<file path="config.mk">
export PLATFORM = sky130hd
export DESIGN_NAME = fetch_prefetch_queue_flat
export DESIGN_NICKNAME = d
export VERILOG_FILES = /design/src/rtl/fetch_prefetch_queue_if.sv /design/src/rtl/fetch_prefetch_queue.sv /design/src/flat_wrapper.sv
export SDC_FILE = /design/constraint.sdc
export NUM_CORES = 1
export LEC_CHECK = 0
export ABC_CLOCK_PERIOD_IN_PS = 7330
export CORE_MARGIN = 2
export CORE_UTILIZATION = 40
export CTS_CLUSTER_SIZE = 16
export DETAILED_ROUTE_END_ITERATION = 7
export SLEW_MARGIN = 20
export SYNTH_ARGS = -nofsm -noshare
export SYNTH_HDL_FRONTEND = slang
export SYNTH_SLANG_ARGS = --single-unit
</file>
<file path="constraint.sdc">
create_clock -name clk -period 7.33 [get_ports clk]
set_input_delay 1.466 -clock clk [delete_from_list [all_inputs] [get_ports clk]]
set_output_delay 1.466 -clock clk [all_outputs]
set_load 0.01 [all_outputs]
</file>
<file path="src/rtl/fetch_prefetch_queue_if.sv">
// rtl/fetch_prefetch_queue_if.sv - memory read bus and CPU instruction handoff signals
interface fetch_prefetch_queue_if;
  logic [31:0] mem_address;
  logic        mem_read;
  logic        mem_waitrequest;
  logic [31:0] mem_readdata;
  logic        mem_readdatavalid;
  logic        instr_valid;
  logic [31:0] instr;
  logic [31:0] instr_pc;
  logic        instr_ready;
  logic        redirect;
  logic [31:0] redirect_pc;

  modport master (
    output mem_address, mem_read, instr_valid, instr, instr_pc,
    input  mem_waitrequest, mem_readdata, mem_readdatavalid, instr_ready, redirect, redirect_pc
  );

  modport slave (
    input  mem_address, mem_read, instr_valid, instr, instr_pc,
    output mem_waitrequest, mem_readdata, mem_readdatavalid, instr_ready, redirect, redirect_pc
  );
endinterface

</file>
<file path="src/rtl/fetch_prefetch_queue.sv">
// rtl/fetch_prefetch_queue.sv - instruction prefetch queue with redirect flush
module fetch_prefetch_queue #(
  parameter int unsigned DEPTH    = 4,
  parameter logic [31:0] RESET_PC = 32'h0000_0000
) (
  input  logic                    clk,
  input  logic                    rst,
  fetch_prefetch_queue_if.master  bus
);
  localparam int unsigned AW  = $clog2(DEPTH);
  localparam int unsigned CW  = AW + 1;
  localparam int unsigned CW1 = CW + 1;
  localparam logic [CW:0] DEPTH_C = CW1'(DEPTH);

  typedef enum logic {ISSUE, HOLD} state_t;

  state_t        state_q, state_d;
  logic [31:0]   addr_q, addr_d;
  logic          pend_valid_q, pend_valid_d;
  logic [31:0]   pend_pc_q, pend_pc_d;
  logic          hold_drop_q, hold_drop_d;
  logic [CW-1:0] outstanding_q, outstanding_d;
  logic [CW-1:0] discard_q, discard_d;
  logic [CW-1:0] count_q, count_d;
  logic [AW-1:0] wr_ptr_q, wr_ptr_d;
  logic [AW-1:0] rd_ptr_q, rd_ptr_d;
  logic [31:0]   resp_pc_q, resp_pc_d;
  logic          valid_q, valid_d;
  logic [31:0]   instr_q, instr_d;
  logic [31:0]   instr_pc_q, instr_pc_d;
  logic [31:0]   fifo_instr_q [DEPTH];
  logic [31:0]   fifo_pc_q [DEPTH];

  logic          read, accept, stall, rvalid, push, pop, visible;
  logic [CW:0]   credit;
  logic [31:0]   new_pc;

  assign new_pc = bus.redirect_pc & ~32'h3;
  assign credit = {1'b0, count_q} + {1'b0, outstanding_q};
  // A stalled request must stay on the bus regardless of credit.
  assign read   = rst && ((state_q == HOLD) || (credit < DEPTH_C));

  always_comb begin
    state_d       = state_q;
    addr_d        = addr_q;
    pend_valid_d  = pend_valid_q;
    pend_pc_d     = pend_pc_q;
    hold_drop_d   = hold_drop_q;
    accept        = read && !bus.mem_waitrequest;
    stall         = read && bus.mem_waitrequest;
    rvalid        = bus.mem_readdatavalid;
    push          = rvalid && !bus.redirect && (discard_q == '0);
    pop           = valid_q && bus.instr_ready && !bus.redirect;
    outstanding_d = outstanding_q + CW'(accept) - CW'(rvalid);

    if (stall) begin
      state_d = HOLD;
      if (bus.redirect) begin
        pend_valid_d = 1'b1;
        pend_pc_d    = new_pc;
        hold_drop_d  = 1'b1;
      end
    end else begin
      state_d      = ISSUE;
      pend_valid_d = 1'b0;
      hold_drop_d  = 1'b0;
      if (bus.redirect)
        addr_d = new_pc;
      else if (accept)
        addr_d = pend_valid_q ? pend_pc_q : addr_q + 32'd4;
    end

    // Everything still in flight after a redirect belongs to the old stream.
    if (bus.redirect)
      discard_d = outstanding_d;
    else
      discard_d = discard_q - CW'(rvalid && (discard_q != '0)) + CW'(accept && hold_drop_q);

    wr_ptr_d   = wr_ptr_q + AW'(push);
    rd_ptr_d   = rd_ptr_q + AW'(pop);
    count_d    = count_q + CW'(push) - CW'(pop);
    resp_pc_d  = push ? resp_pc_q + 32'd4 : resp_pc_q;
    visible    = (count_q - CW'(pop)) != '0;
    valid_d    = visible;
    instr_d    = visible ? fifo_instr_q[rd_ptr_d] : instr_q;
    instr_pc_d = visible ? fifo_pc_q[rd_ptr_d] : instr_pc_q;

    if (bus.redirect) begin
      wr_ptr_d   = '0;
      rd_ptr_d   = '0;
      count_d    = '0;
      resp_pc_d  = new_pc;
      valid_d    = 1'b0;
      instr_d    = instr_q;
      instr_pc_d = instr_pc_q;
    end
  end

  always_ff @(posedge clk or negedge rst) begin
    if (!rst) begin
      state_q       <= ISSUE;
      addr_q        <= RESET_PC;
      pend_valid_q  <= 1'b0;
      pend_pc_q     <= '0;
      hold_drop_q   <= 1'b0;
      outstanding_q <= '0;
      discard_q     <= '0;
      count_q       <= '0;
      wr_ptr_q      <= '0;
      rd_ptr_q      <= '0;
      resp_pc_q     <= RESET_PC;
      valid_q       <= 1'b0;
      instr_q       <= '0;
      instr_pc_q    <= '0;
    end else begin
      state_q       <= state_d;
      addr_q        <= addr_d;
      pend_valid_q  <= pend_valid_d;
      pend_pc_q     <= pend_pc_d;
      hold_drop_q   <= hold_drop_d;
      outstanding_q <= outstanding_d;
      discard_q     <= discard_d;
      count_q       <= count_d;
      wr_ptr_q      <= wr_ptr_d;
      rd_ptr_q      <= rd_ptr_d;
      resp_pc_q     <= resp_pc_d;
      valid_q       <= valid_d;
      instr_q       <= instr_d;
      instr_pc_q    <= instr_pc_d;
    end
  end

  always_ff @(posedge clk) begin
    if (push) begin
      fifo_instr_q[wr_ptr_q] <= bus.mem_readdata;
      fifo_pc_q[wr_ptr_q]    <= resp_pc_q;
    end
  end

  always_ff @(posedge clk) begin
    if (rst && push) assert ({1'b0, count_q} < DEPTH_C);
  end

  assign bus.mem_address = addr_q;
  assign bus.mem_read    = read;
  assign bus.instr_valid = valid_q;
  assign bus.instr       = instr_q;
  assign bus.instr_pc    = instr_pc_q;
endmodule

</file>
<file path="src/flat_wrapper.sv">
// flat-port wrapper written by rule: the top's interface ports become plain ports
module fetch_prefetch_queue_flat 
#(
  parameter int unsigned DEPTH    = 4,
  parameter logic [31:0] RESET_PC = 32'h0000_0000
)
  (clk, rst, bus_mem_address, bus_mem_read, bus_instr_valid, bus_instr, bus_instr_pc, bus_mem_waitrequest, bus_mem_readdata, bus_mem_readdatavalid, bus_instr_ready, bus_redirect, bus_redirect_pc);
  fetch_prefetch_queue_if bus_i ();
  input  logic clk;
  input  logic rst;
  output wire logic [$bits(bus_i.mem_address)-1:0] bus_mem_address;
  output wire logic [$bits(bus_i.mem_read)-1:0] bus_mem_read;
  output wire logic [$bits(bus_i.instr_valid)-1:0] bus_instr_valid;
  output wire logic [$bits(bus_i.instr)-1:0] bus_instr;
  output wire logic [$bits(bus_i.instr_pc)-1:0] bus_instr_pc;
  input wire logic [$bits(bus_i.mem_waitrequest)-1:0] bus_mem_waitrequest;
  input wire logic [$bits(bus_i.mem_readdata)-1:0] bus_mem_readdata;
  input wire logic [$bits(bus_i.mem_readdatavalid)-1:0] bus_mem_readdatavalid;
  input wire logic [$bits(bus_i.instr_ready)-1:0] bus_instr_ready;
  input wire logic [$bits(bus_i.redirect)-1:0] bus_redirect;
  input wire logic [$bits(bus_i.redirect_pc)-1:0] bus_redirect_pc;
  assign bus_mem_address = bus_i.mem_address;
  assign bus_mem_read = bus_i.mem_read;
  assign bus_instr_valid = bus_i.instr_valid;
  assign bus_instr = bus_i.instr;
  assign bus_instr_pc = bus_i.instr_pc;
  assign bus_i.mem_waitrequest = bus_mem_waitrequest;
  assign bus_i.mem_readdata = bus_mem_readdata;
  assign bus_i.mem_readdatavalid = bus_mem_readdatavalid;
  assign bus_i.instr_ready = bus_instr_ready;
  assign bus_i.redirect = bus_redirect;
  assign bus_i.redirect_pc = bus_redirect_pc;
  fetch_prefetch_queue #(.DEPTH(DEPTH), .RESET_PC(RESET_PC)) u_core (.clk(clk), .rst(rst), .bus(bus_i));
endmodule
</file>
Word level (Yosys, flattened, before mapping)
Memory sizes are Yosys's and may differ from the RTL's. A register that Yosys moved wholly into a read port is not among the register bits.
Index checks and enable logic that the tools add are counted.
Word-level totals
  flip-flop bits (word level): 110
  input bits: 70
  output and inout bits: 98
  logic and storage cells: 66
  bits in writable memories: 256
  memories: 2
Memories
  u_core.fifo_instr_q: words 4, bits a word 32, read ports 1, clocked after memory_dff 1, write ports 1, line fetch_prefetch_queue.sv:31  | logic [31:0] fifo_instr_q [DEPTH];
  u_core.fifo_pc_q: words 4, bits a word 32, read ports 1, clocked after memory_dff 1, write ports 1, line fetch_prefetch_queue.sv:32  | logic [31:0] fifo_pc_q [DEPTH];
Operators by class
  reduce and logical (&&, ||, !) cells: 22
  $lt $le $gt $ge: 1
  multiplexer cells: 15
  bitwise gates (word level): 2
  equality and inequality tests: 1
  add/sub/neg operators: 12
Operators by type and width (number)
  two-way mux 32 bit: 5
  adder 32 x 3 -> 32 bit, second input constant: 2
  subtractor 3 x 1 -> 3 bit: 4
  adder 3 x 1 -> 3 bit: 3
  logical AND 1 bit: 9
  two-way mux 1 bit: 6
  two-way mux 3 bit: 2
  AND reduction 2 bit: 3
  nonzero test 3 bit: 2
  adder 2 x 1 -> 2 bit: 2
  adder 3 x 3 -> 4 bit: 1
  zero test 1 bit: 4
  less-than comparator 4 x 3 -> 1 bit, second input constant: 1
  two-way mux 2 bit: 2
  nonzero test 2 bit: 2
  zero test 3 bit: 1
  != test 2 bit, second input constant: 1
  NOT 1 bit: 2
  logical OR 1 bit: 1

Longest topological paths before layout
Gate-level depths: netlist of run 1.
  depth after elaboration: 8
  mapped depth: 11
  depth with buffers taken out: 10

Worst setup path before layout of run 1
Ideal clock, no wire load.
  kind: input port to flip-flop
  start: input bus_redirect
  end: memory u_core.fifo_instr_q[2][0], enable pin
  arrival: 8.565 ns
  path slack: -1.892 ns
  cell stages on the path: 4
  required time: 6.673 ns
  setup time: 0.657 ns
  path buffers: 3
  cells stage by stage: clkbuf_1 > buf_1 > clkbuf_1 > nor4b_1
On the way
  word-level cells in the longest chain between the ends: 5
RTL lines
  start, declared: line flat_wrapper.sv:20  | input wire logic [$bits(bus_i.redirect)-1:0] bus_redirect;
  zero test 1 bit: line fetch_prefetch_queue.sv:52  | push = rvalid && !bus.redirect && (discard_q == '0);
  logical AND 1 bit (2 in a row): line fetch_prefetch_queue.sv:52
  two-way mux 1 bit: line fetch_prefetch_queue.sv:134  | if (push) begin
  two-way mux 1 bit (implied by the code): line fetch_prefetch_queue.sv:135  | fifo_instr_q[wr_ptr_q] <= bus.mem_readdata;
  end, declared: line fetch_prefetch_queue.sv:31
Every way passes these cells.

Final worst setup path of run 1
  start: input rst
  end: output bus_mem_read
On the way
  word-level cells in the longest chain between the ends: 1
RTL lines
  start, declared: line flat_wrapper.sv:10  | input logic rst;
  logical AND 1 bit: line fetch_prefetch_queue.sv:41  | assign read = rst && ((state_q == HOLD) || (credit < DEPTH_C));
  end, declared: line flat_wrapper.sv:12  | output wire logic [$bits(bus_i.mem_read)-1:0] bus_mem_read;
Every way passes these cells.

==> impl_metrics.tcl, run 1 <==
set metrics [dict create \
    cts_max_path_buffers 3 \
    max_freq_ghz 0.2144 \
    worst_pin_slew_ns 1.020 \
    period_share 0.6364 \
    finClkSkew_ns 0.01582 \
    antenna_found_initial 0 \
    slew_viol_final 0 \
    gp_congestion 0.8190 \
    drc 0 \
    dpl-instance-area_mm2 0.01968 \
    hold_buffers 0 \
    fin_area_mm2 0.02121 \
    overflow 0 \
    hold_class "flip-flop to flip-flop" \
    syn_inst 1095 \
    critPathCaptureType "primary output" \
    detail_route.wl_per_cell_um 20.45 \
    fin_setup_tns_ns 0 \
    grt_usage 0.1752 \
    worstSetupPathType "input pin to primary output" \
    dieArea_mm2 0.04522 \
    synthTopCellsByArea "edfxtp_1 43%, dfrtp_1 24%, mux4_2 8.0%" \
    cts_tree "built" \
    yosysSeqAreaShare 0.6690 \
    grt_pass1_vias 10260 \
    synth.distinct_cells 70 \
    pre_cts_slack_ns 2.626 \
    cts_made_buffers 45 \
    r2r_cells 7 \
    power_density_mw_per_mm2 358.9 \
    reg2reg_from "u_core.bus.instr_valid" \
    rsz0062_at_grt "false" \
    ant_nets 0 \
    io_pins 168 \
    synth-edff-count 248 \
    worstPathArrival_ns 3.20 \
    grt_pass1_wl_um 60210 \
    vias_per_cell 5.233 \
    avgSynthCellArea_um2 15.90 \
    die_y_um 212.7 \
    synthAdderAreaFrac 0.01351 \
    synth_async_sr_flop_share 0.4038 \
    finalHoldViolations 0 \
    maxCapViolCount 0 \
    yosysTopAreaCell "edfxtp_1" \
    ctsResizeCount 0 \
    worstHoldPathCells 1 \
    final_util 0.4935 \
    clk_pin_slew_ns 0.06 \
    finalWorstSetupSlack_ns 2.665 \
    reg2reg_to "u_core.bus.instr_pc[19]" \
    synthMuxAreaShare 0.1515 \
    reg2reg_slack_ns 4.26 \
    cp.required_ns 5.86 \
    portBuffers 161 \
    cp_max_fo 62 \
    coreArea_mm2 0.04298 \
    status "finished clean" \
    synth_top_family_by_area "multiplexers" \
    crit_path_end "bus_mem_read" \
    synthSimpleGateAreaFrac 0.07156 \
    drt_iter0_drc 542 \
    fp-row-count 76 \
    clock_latency_ns 0.57 \
    synth_compound_area_frac 0.04670 \
    die_width_um 212.7 \
    post-cts-setup-buffers 0 \
    synth-seq-cells 416 \
    synth_xor_area_frac 0.02414 \
    fin_nets 1346 \
    n_antenna_cell 0 \
    crit_path_start_kind "input pin" \
    leakagePower_nw 7.529 \
    cp-startpoint "rst" \
    drtPass1Iterations 5 \
    fin_crit_ns 4.665 \
    start_util 0.4052 \
    numClockSinks 416 \
    num_vias 9833 \
    synth_top_area_share 0.4276 \
    hpwl_um 23380 \
    slew_headroom 0.3200 \
    synth_area_mm2 0.01742 \
    area.growth.synth_to_final_pct 21.80 \
    finalSetupViolations 0 \
    ir_worst_vdd_mv 0.2142 \
    yosys.cell_count.top_type "edfxtp_1" \
    grt_max_degree 75 \
    synthFlopType "edfxtp_1" \
    synth_common_cells "248 x edfxtp_1, 168 x dfrtp_1, 102 x mux2_2" \
    drive_above_1_share 0.2141 \
    yosys_warnings 0 \
    routed_wl_um 38420 \
    root_buffer "clkbuf_16" \
    htreeDepth 2 \
]
[cells in the final DEF, fill, tap and decap left out, drive strengths merged, types with 13 or more instances in the layout]
cell type      instances
edfxtp               248
dfrtp                168
clkdlybuf4s50        159
mux2                 102
nand2                 63
mux4                  62
clkbuf                61
a21oi                 40
nor2                  34
inv                   33
xnor2                 31
o21ai                 31
nand4                 24
nand3                 18
xor2                  17
buf                   17
nor4                  15
a31oi                 14
ha                    14
and3                  13
[state kept, by name (all words and copies together) (netlist names)]
signal / cells
u_core.bus.instr: 32
u_core.bus.instr_pc: 30
u_core.bus.instr_valid: 1
u_core.bus.mem_address: 30
u_core.count_q: 3
u_core.discard_q: 3
u_core.fifo_instr_q: 128
u_core.fifo_pc_q: 120
u_core.outstanding_q: 3
u_core.pend_pc_q: 30
u_core.pend_valid_q: 1
u_core.rd_ptr_q: 2
u_core.resp_pc_q: 30
u_core.state_q: 1
u_core.wr_ptr_q: 2
[worst max-delay path: stages]
cell and delay (ns):
buf_6 0.41, nor4b_2 0.35, a22oi_2 0.18, inv_1 0.15, clkdlybuf4s50_1 0.55
[per-stage QoR]
stage | power, W | instances | hold WS, ns
floorplan | 0.004413 | 1098 | 0.4701
global placement | 0.005303 | 1797 | 0.4802
detailed placement | 0.005350 | 1797 | 0.4847
CTS | 0.007730 | 1879 | 0.4981
global route | 0.008031 | 1879 | 0.5126
finish | 0.007614 | 1879 | 0.4957
[metal layers]
metal	vias to the layer above	track usage	wire [µm]
met2	256	0.2754	17660
met4	0	0.04075	586
met5	-	0	0
met1	5040	0.2501	17990
met3	45	0.03824	2181
li1	4492	-	-
[cell families (layout without fill, tap and decap cells)]
kind of cell,after synthesis,after routing
flip-flops,416,416
AND/OR/NAND/NOR,216,216
multiplexers,173,173
AO/OA/AOI/OAI,130,130
buffers and inverters,94,290
XOR/XNOR,48,48
adder cells (fa/ha/maj),17,17
other,1,4
[worst min path at each step]
stage	from	to	slack, ns
2_1_floorplan	u_core.pend_pc_q[12]	u_core.pend_pc_q[12]	0.47
3_3_place_gp	u_core.pend_pc_q[12]	u_core.pend_pc_q[12]	0.48
3_5_place_dp	u_core.pend_pc_q[13]	u_core.pend_pc_q[13]	0.48
4_1_cts	u_core.pend_pc_q[13]	u_core.pend_pc_q[13]	0.50
5_1_grt	u_core.pend_pc_q[13]	u_core.pend_pc_q[13]	0.51
6_report	u_core.pend_pc_q[20]	u_core.pend_pc_q[20]	0.50
[cell type report]
cell class	count	area (µm²)
Clock inverter	21	285.3
Tap cell	585	732.0
Inverter	32	120.1
Sequential cell	416	11650
Clock buffer	61	1247
Multi-Input combinational cell	588	5443
Fill cell	3708	21770
Timing Repair Buffer	176	1733
[report_power, final]
group | switching, W | internal, W
Sequential | 0.000357 | 0.00292
Combinational | 0.000860 | 0.00113
Clock | 0.000931 | 0.00141
Total | 0.00215 | 0.00547
Note: power is estimated with default switching activity, not from simulation.
==> run 2, diff against run 1 <==
--- a/config.mk
+++ b/config.mk
@@ -5,7 +5,7 @@
 export SDC_FILE = /design/constraint.sdc
 export NUM_CORES = 1
 export LEC_CHECK = 0
-export ABC_CLOCK_PERIOD_IN_PS = 7330
+export ABC_CLOCK_PERIOD_IN_PS = 4250
 export CORE_MARGIN = 2
 export CORE_UTILIZATION = 40
 export CTS_CLUSTER_SIZE = 16
==> constraint.sdc (replaced) <==
create_clock -name clk -period 4.25 [get_ports clk]
set_input_delay 0.85 -clock clk [delete_from_list [all_inputs] [get_ports clk]]
set_output_delay 0.85 -clock clk [all_outputs]
set_load 0.01 [all_outputs]
==> run 2 against run 1 <==
Non-clock buffer count up 8. Clock skew up 0.0078 ns. Flip-flop and latch count stayed put. Routed wire length fell by 1.3%. Sequential share of layout area shrank 0.081 points. Cell count is 0.32% higher. Hold slack lost 0.37 ns. Critical path depth stayed put. Register-to-register slack got worse by 2.7 ns. Utilization increased by 0.073 points. Die area unchanged. Largest power group unchanged. Highest routed layer unchanged.
==> impl_metrics.tcl, run 2 (synthesis gave the netlist of run 1 again) <==
set metrics [dict create \
    status "finished clean" \
    die_width_um 212.7 \
    hold-worst-slack_ns 0.1214 \
    overflow 0 \
    root_buffer "clkbuf_16" \
    clock_latency_ns 0.57 \
    cp_cell_sequence "ha_1 -> nor4b_2 -> a22oi_2 -> inv_1 -> clkdlybuf4s50_1" \
    max_freq_ghz 0.3061 \
    power_density_mw_per_mm2 604.3 \
    hold_buffers 0 \
    die_y_um 212.7 \
    num-fill-cells 3696 \
    num_vias 9931 \
    drtPass1Iterations 5 \
    slew_viol_final 0 \
    regArea_mm2 0.01165 \
    p_sw_frac 0.2847 \
    cts_tree "built" \
    detail_route.wl_per_cell_um 20.11 \
    drt_iter0_drc 667 \
    largest_register_ffs 128 \
    area.growth.synth_to_final_pct 21.98 \
    drive_above_1_share 0.2138 \
    maxCapViolCount 0 \
    clk_pin_slew_ns 0.06 \
    critPathBufInv 2 \
    hold_class "input pin to async pin" \
    slew_headroom 0.4487 \
    ant_nets 0 \
    worst_pin_slew_ns 0.8270 \
    pwr-share-clk 0.290 \
    period_share 0.7687 \
    cts_made_buffers 45 \
    cts_max_path_buffers 3 \
    io_pins 168 \
    coreArea_mm2 0.04298 \
    numClockSinks 416 \
    ir_worst_vdd_mv 0.3215 \
    routed_wl_um 37900 \
    dieArea_mm2 0.04522 \
    start_util 0.4052 \
    worstSetupPathType "flip-flop to primary output" \
    fin_nets 1354 \
    gp_congestion 0.8316 \
    fp-row-count 76 \
    final_common_cell "edfxtp_1" \
    intPower_w 0.009182 \
    cp.required_ns 3.40 \
    grtUsageMet2 0.2752 \
    fin_area_mm2 0.02124 \
    worstPathArrival_ns 2.42 \
    regMostFlops "u_core.fifo_instr_q" \
    finalSetupViolations 0 \
    grt_pass1_vias 10240 \
    post-cts-setup-buffers 0 \
    grt.busiest_layer "met2" \
    antenna_found_initial 0 \
    p_seq_frac 0.441 \
    drc 0 \
    crit_path_start_kind "flip-flop" \
    leakagePower_nw 7.529 \
    grt_usage 0.1736 \
    finalHoldViolations 0 \
    grtUsageMet3 0.03927 \
    dpl-instance-area_mm2 0.01985 \
    hpwl_um 23680 \
    cp_max_fo 7 \
    layout_common_cells "248 x edfxtp_1, 168 x dfrtp_1, 159 x clkdlybuf4s50_1, 102 x mux2_2, 63 x nand2_1" \
    htreeDepth 2 \
    crit_path_top_delay_cell "clkdlybuf4s50_1" \
    slowest_delay_ns 0.54 \
    n_antenna_cell 0 \
    critPathCaptureType "primary output" \
    final_util 0.4942 \
    fin_crit_ns 3.267 \
    pwr-share-comb 0.269 \
    rsz0062_at_grt "false" \
    fin_setup_tns_ns 0 \
    power.switching_w 0.003654 \
    portBuffers 161 \
    grt_pass1_wl_um 59740 \
    use_met1 0.2453 \
    finClkSkew_ns 0.02362 \
    ctsResizeCount 0 \
    vias_per_cell 5.268 \
    grt_max_degree 64 \
    cpLargestDelayFamily "buffers and inverters" \
    multiInputGateArea_mm2 0.005440 \
]
==> run 2: cell types whose count changed in the layout (fill, tap and decap cells not counted), moves of 2 or more <==
cell | previous run | this run
clkinv_1 | 3 | 7
clkbuf_8 | 4 | 1
inv_6 | 0 | 2
buf_12 | 1 | 10
bufinv_16 | 6 | 2
==> run 2: final cells by class <==
class | count | area share
flip-flops and latches | 416 | 0.5485
multi-input cells | 588 | 0.2561
repair buffers | 184 | 0.08970
clock buffers | 59 | 0.05796
well taps | 585 | 0.03446
clock inverters | 21 | 0.007657
inverters | 32 | 0.005654
==> run 2: worst reg2reg max path, delay by kind of cell, from the launching register on <==
kind | cells | cell delay (ns)
adders and majority gates | 3 | 0.87
and+or+nand+nor | 3 | 0.50
AOI/OAI and AO/OA | 2 | 0.48
DFF | 1 | 0.43
xor gates and xnor gates | 2 | 0.33
==> run 2: path summary, 6_finish.rpt <==
kind	startpoint	to	slack, ns	cells past startpoint
max in group asynchronous	rst	u_core.pend_pc_q[12]	3.06	2
setup / recovery	u_core.count_q[2]	bus_mem_read	0.98	5
setup reg to reg	u_core.outstanding_q[1]	u_core.discard_q[2]	1.53	10
min in group clk	u_core.pend_pc_q[20]	u_core.pend_pc_q[20]	0.49	1
hold / removal	rst	u_core.bus.instr_pc[2]	0.12	1
hold reg to reg	u_core.pend_pc_q[20]	u_core.pend_pc_q[20]	0.49	1
==> run 2: routing by layer <==
layer	vias to the layer above	part of all wire
met1	5094	0.47
li1	4526	-
met5	-	0
met2	259	0.46
met3	52	0.056
met4	0	0.017
==> run 2: power by group through the flow <==
| stage | combinational (W) | clock [W] | sequential (W) |
|---|---|---|---|
| finish | 0.00345 | 0.00372 | 0.00566 |
| global placement | 0.00345 | 0 | 0.00571 |
| floorplan | 0.00185 | 0 | 0.00577 |
| CTS | 0.00351 | 0.00384 | 0.00566 |
| global route | 0.00377 | 0.00400 | 0.00577 |
| detailed placement | 0.00350 | 0 | 0.00573 |
==> run 2: per-stage QoR <==
step	total power [W]	cells	worst slack (ns)
after floorplan	0.007611	1098	-1.231
after global placement	0.009160	1805	0.9006
after detailed placement	0.009234	1805	0.9055
after CTS	0.01302	1885	0.9418
after global routing	0.01354	1885	0.8337
final	0.01284	1885	0.9832
==> run 3, diff against run 2 <==
--- a/config.mk
+++ b/config.mk
@@ -5,7 +5,7 @@
 export SDC_FILE = /design/constraint.sdc
 export NUM_CORES = 1
 export LEC_CHECK = 0
-export ABC_CLOCK_PERIOD_IN_PS = 4250
+export ABC_CLOCK_PERIOD_IN_PS = 3200
 export CORE_MARGIN = 2
 export CORE_UTILIZATION = 40
 export CTS_CLUSTER_SIZE = 16
==> constraint.sdc (replaced) <==
create_clock -name clk -period 3.2 [get_ports clk]
set_input_delay 0.64 -clock clk [delete_from_list [all_inputs] [get_ports clk]]
set_output_delay 0.64 -clock clk [all_outputs]
set_load 0.01 [all_outputs]
==> run 3 against run 2 <==
Final area rose by 0.68%. Via count fell by 0.11%. Utilization rose by 0.34 points. Sequential share of layout area fell by 0.37 points. Power rose by 34%. Critical path type unchanged. Critical endpoint unchanged. Highest routed layer unchanged.
==> impl_metrics.tcl, run 3 (synthesis gave the netlist of run 1 again) <==
set metrics [dict create \
    placed_cells 1816 \
    drtPass1Iterations 5 \
    worstSetupPathType "flip-flop to primary output" \
    status "finished clean" \
    fin_crit_ns 2.777 \
    worst_pin_slew_ns 0.7903 \
    num_vias 9920 \
    io_pins 168 \
    rsz0062_at_grt "false" \
    start_util 0.4052 \
    num-fill-cells 3698 \
    layout_common_cells "248 x edfxtp_1, 168 x dfrtp_1, 158 x clkdlybuf4s50_1, 102 x mux2_2, 63 x nand2_1" \
    ant_nets 0 \
    gp_congestion 0.8235 \
    cp_max_fo 6 \
    drive_above_1_share 0.2209 \
    hpwl_um 23730 \
    grt_max_degree 111 \
    regMostFlops "u_core.fifo_instr_q" \
    worstPathArrival_ns 2.14 \
    overflow 0 \
    clk_pin_slew_ns 0.06 \
    grt_pass1_vias 10380 \
    cp.required_ns 2.56 \
    dieArea_mm2 0.04522 \
    die_width_um 212.7 \
    hold_class "input pin to async pin" \
    largest_register_ffs 128 \
    numClockSinks 416 \
    period_share 0.8680 \
    coreArea_mm2 0.04298 \
    drt_iter0_drc 579 \
    root_buffer "clkbuf_16" \
    cp_cell_sequence "ha_1 -> nor4b_2 -> a22oi_2 -> buf_4 -> inv_1 -> dlymetal6s2s_1" \
    routed_wl_um 38230 \
    final_common_cell "edfxtp_1" \
    grt_pass1_wl_um 60220 \
    post-cts-setup-buffers 0 \
    finalWorstSetupSlack_ns 0.4225 \
    crit_path_start_kind "flip-flop" \
    power_density_mw_per_mm2 805.4 \
    portBuffers 161 \
    regArea_mm2 0.01165 \
    fp-row-count 76 \
    pre_cts_slack_ns 0.1150 \
    area.growth.synth_to_final_pct 22.81 \
    critPathBufInv 3 \
    fin_area_mm2 0.02139 \
    finalSetupViolations 0 \
    slew_viol_final 0 \
    crit_path_top_delay_cell "dfrtp_1" \
    fin_nets 1365 \
    max_freq_ghz 0.3600 \
    cpLargestDelayFamily "buffers and inverters" \
    finalHoldViolations 0 \
    slowest_delay_ns 0.43 \
    detail_route.wl_per_cell_um 20.14 \
    cts_max_path_buffers 3 \
    slew_headroom 0.4731 \
    ir_worst_vdd_mv 0.6182 \
    fin_cells 1898 \
    finClkSkew_ns 0.02202 \
    cts_made_buffers 45 \
    n_antenna_cell 0 \
    clock_latency_ns 0.57 \
    multiInputGateArea_mm2 0.005440 \
    critPathCaptureType "primary output" \
    htreeDepth 2 \
    grt_usage 0.1750 \
    antenna_found_initial 0 \
    final_util 0.4976 \
    vias_per_cell 5.227 \
    fin_setup_tns_ns 0 \
    die_y_um 212.7 \
    maxCapViolCount 0 \
    drc 0 \
    cts_tree "built" \
    leakagePower_nw 7.624 \
    dpl-instance-area_mm2 0.01996 \
]
## run 3: area by class of cell
type | count | share of cell area
Clock buffer | 61 | 0.05686
Inverter | 32 | 0.005616
Multi-Input combinational cell | 588 | 0.2544
Sequential cell | 416 | 0.5448
Clock inverter | 21 | 0.009945
Tap cell | 585 | 0.03422
Timing Repair Buffer | 195 | 0.09424
## run 3: timing repair
item	4_1_cts	5_1_grt
endpoints found under the hold margin	0	0
resized for setup	0	1
hold buffers	0	0
setup endpoints to repair	0	1
## run 3: metal layers
metal,part of all wire,vias to the layer above,wire (µm),GRT usage
met5,0,-,0,0
met2,0.46,259,17460,0.2732
li1,-,4543,-,-
met1,0.47,5070,18130,0.2508
met4,0.017,0,652,0.04365
met3,0.052,48,1979,0.03780
## run 3: worst register-to-register path, stage by stage (launching register included)
cell and delay, ns:
dfrtp_1 0.43, ha_1 0.32, nor4b_2 0.25, a22oi_2 0.12, nor2_1 0.31, and2_1 0.21, ha_1 0.17, fa_1 0.42
mux2_2 0.27
## run 3: final timing paths
kind	start	endpoint	slack, ns	cells after the start
max reg2reg	u_core.count_q[2]	u_core.discard_q[1]	0.57	8
max	u_core.count_q[2]	bus_mem_read	0.42	6
max in group asynchronous	rst	u_core.pend_pc_q[28]	2.38	2
min in group clk	u_core.pend_pc_q[13]	u_core.pend_pc_q[13]	0.50	1
min reg2reg	u_core.pend_pc_q[13]	u_core.pend_pc_q[13]	0.50	1
min	rst	u_core.bus.instr[15]	0.12	2
## run 3: through the flow
step,total power (W),hold slack [ns]
floorplan,0.01013,0.3444
global placement,0.01229,0.4806
detailed placement,0.01238,0.4847
CTS,0.01747,0.2375
global route,0.01816,0.2690
finish,0.01723,0.1202
## run 3: power by group
part / internal [W] / total, W / switching [W]
clock network: 0.00292 / 0.00501 / 0.00209
logic: 0.00271 / 0.00470 / 0.00198
registers: 0.00670 / 0.00752 / 0.000827
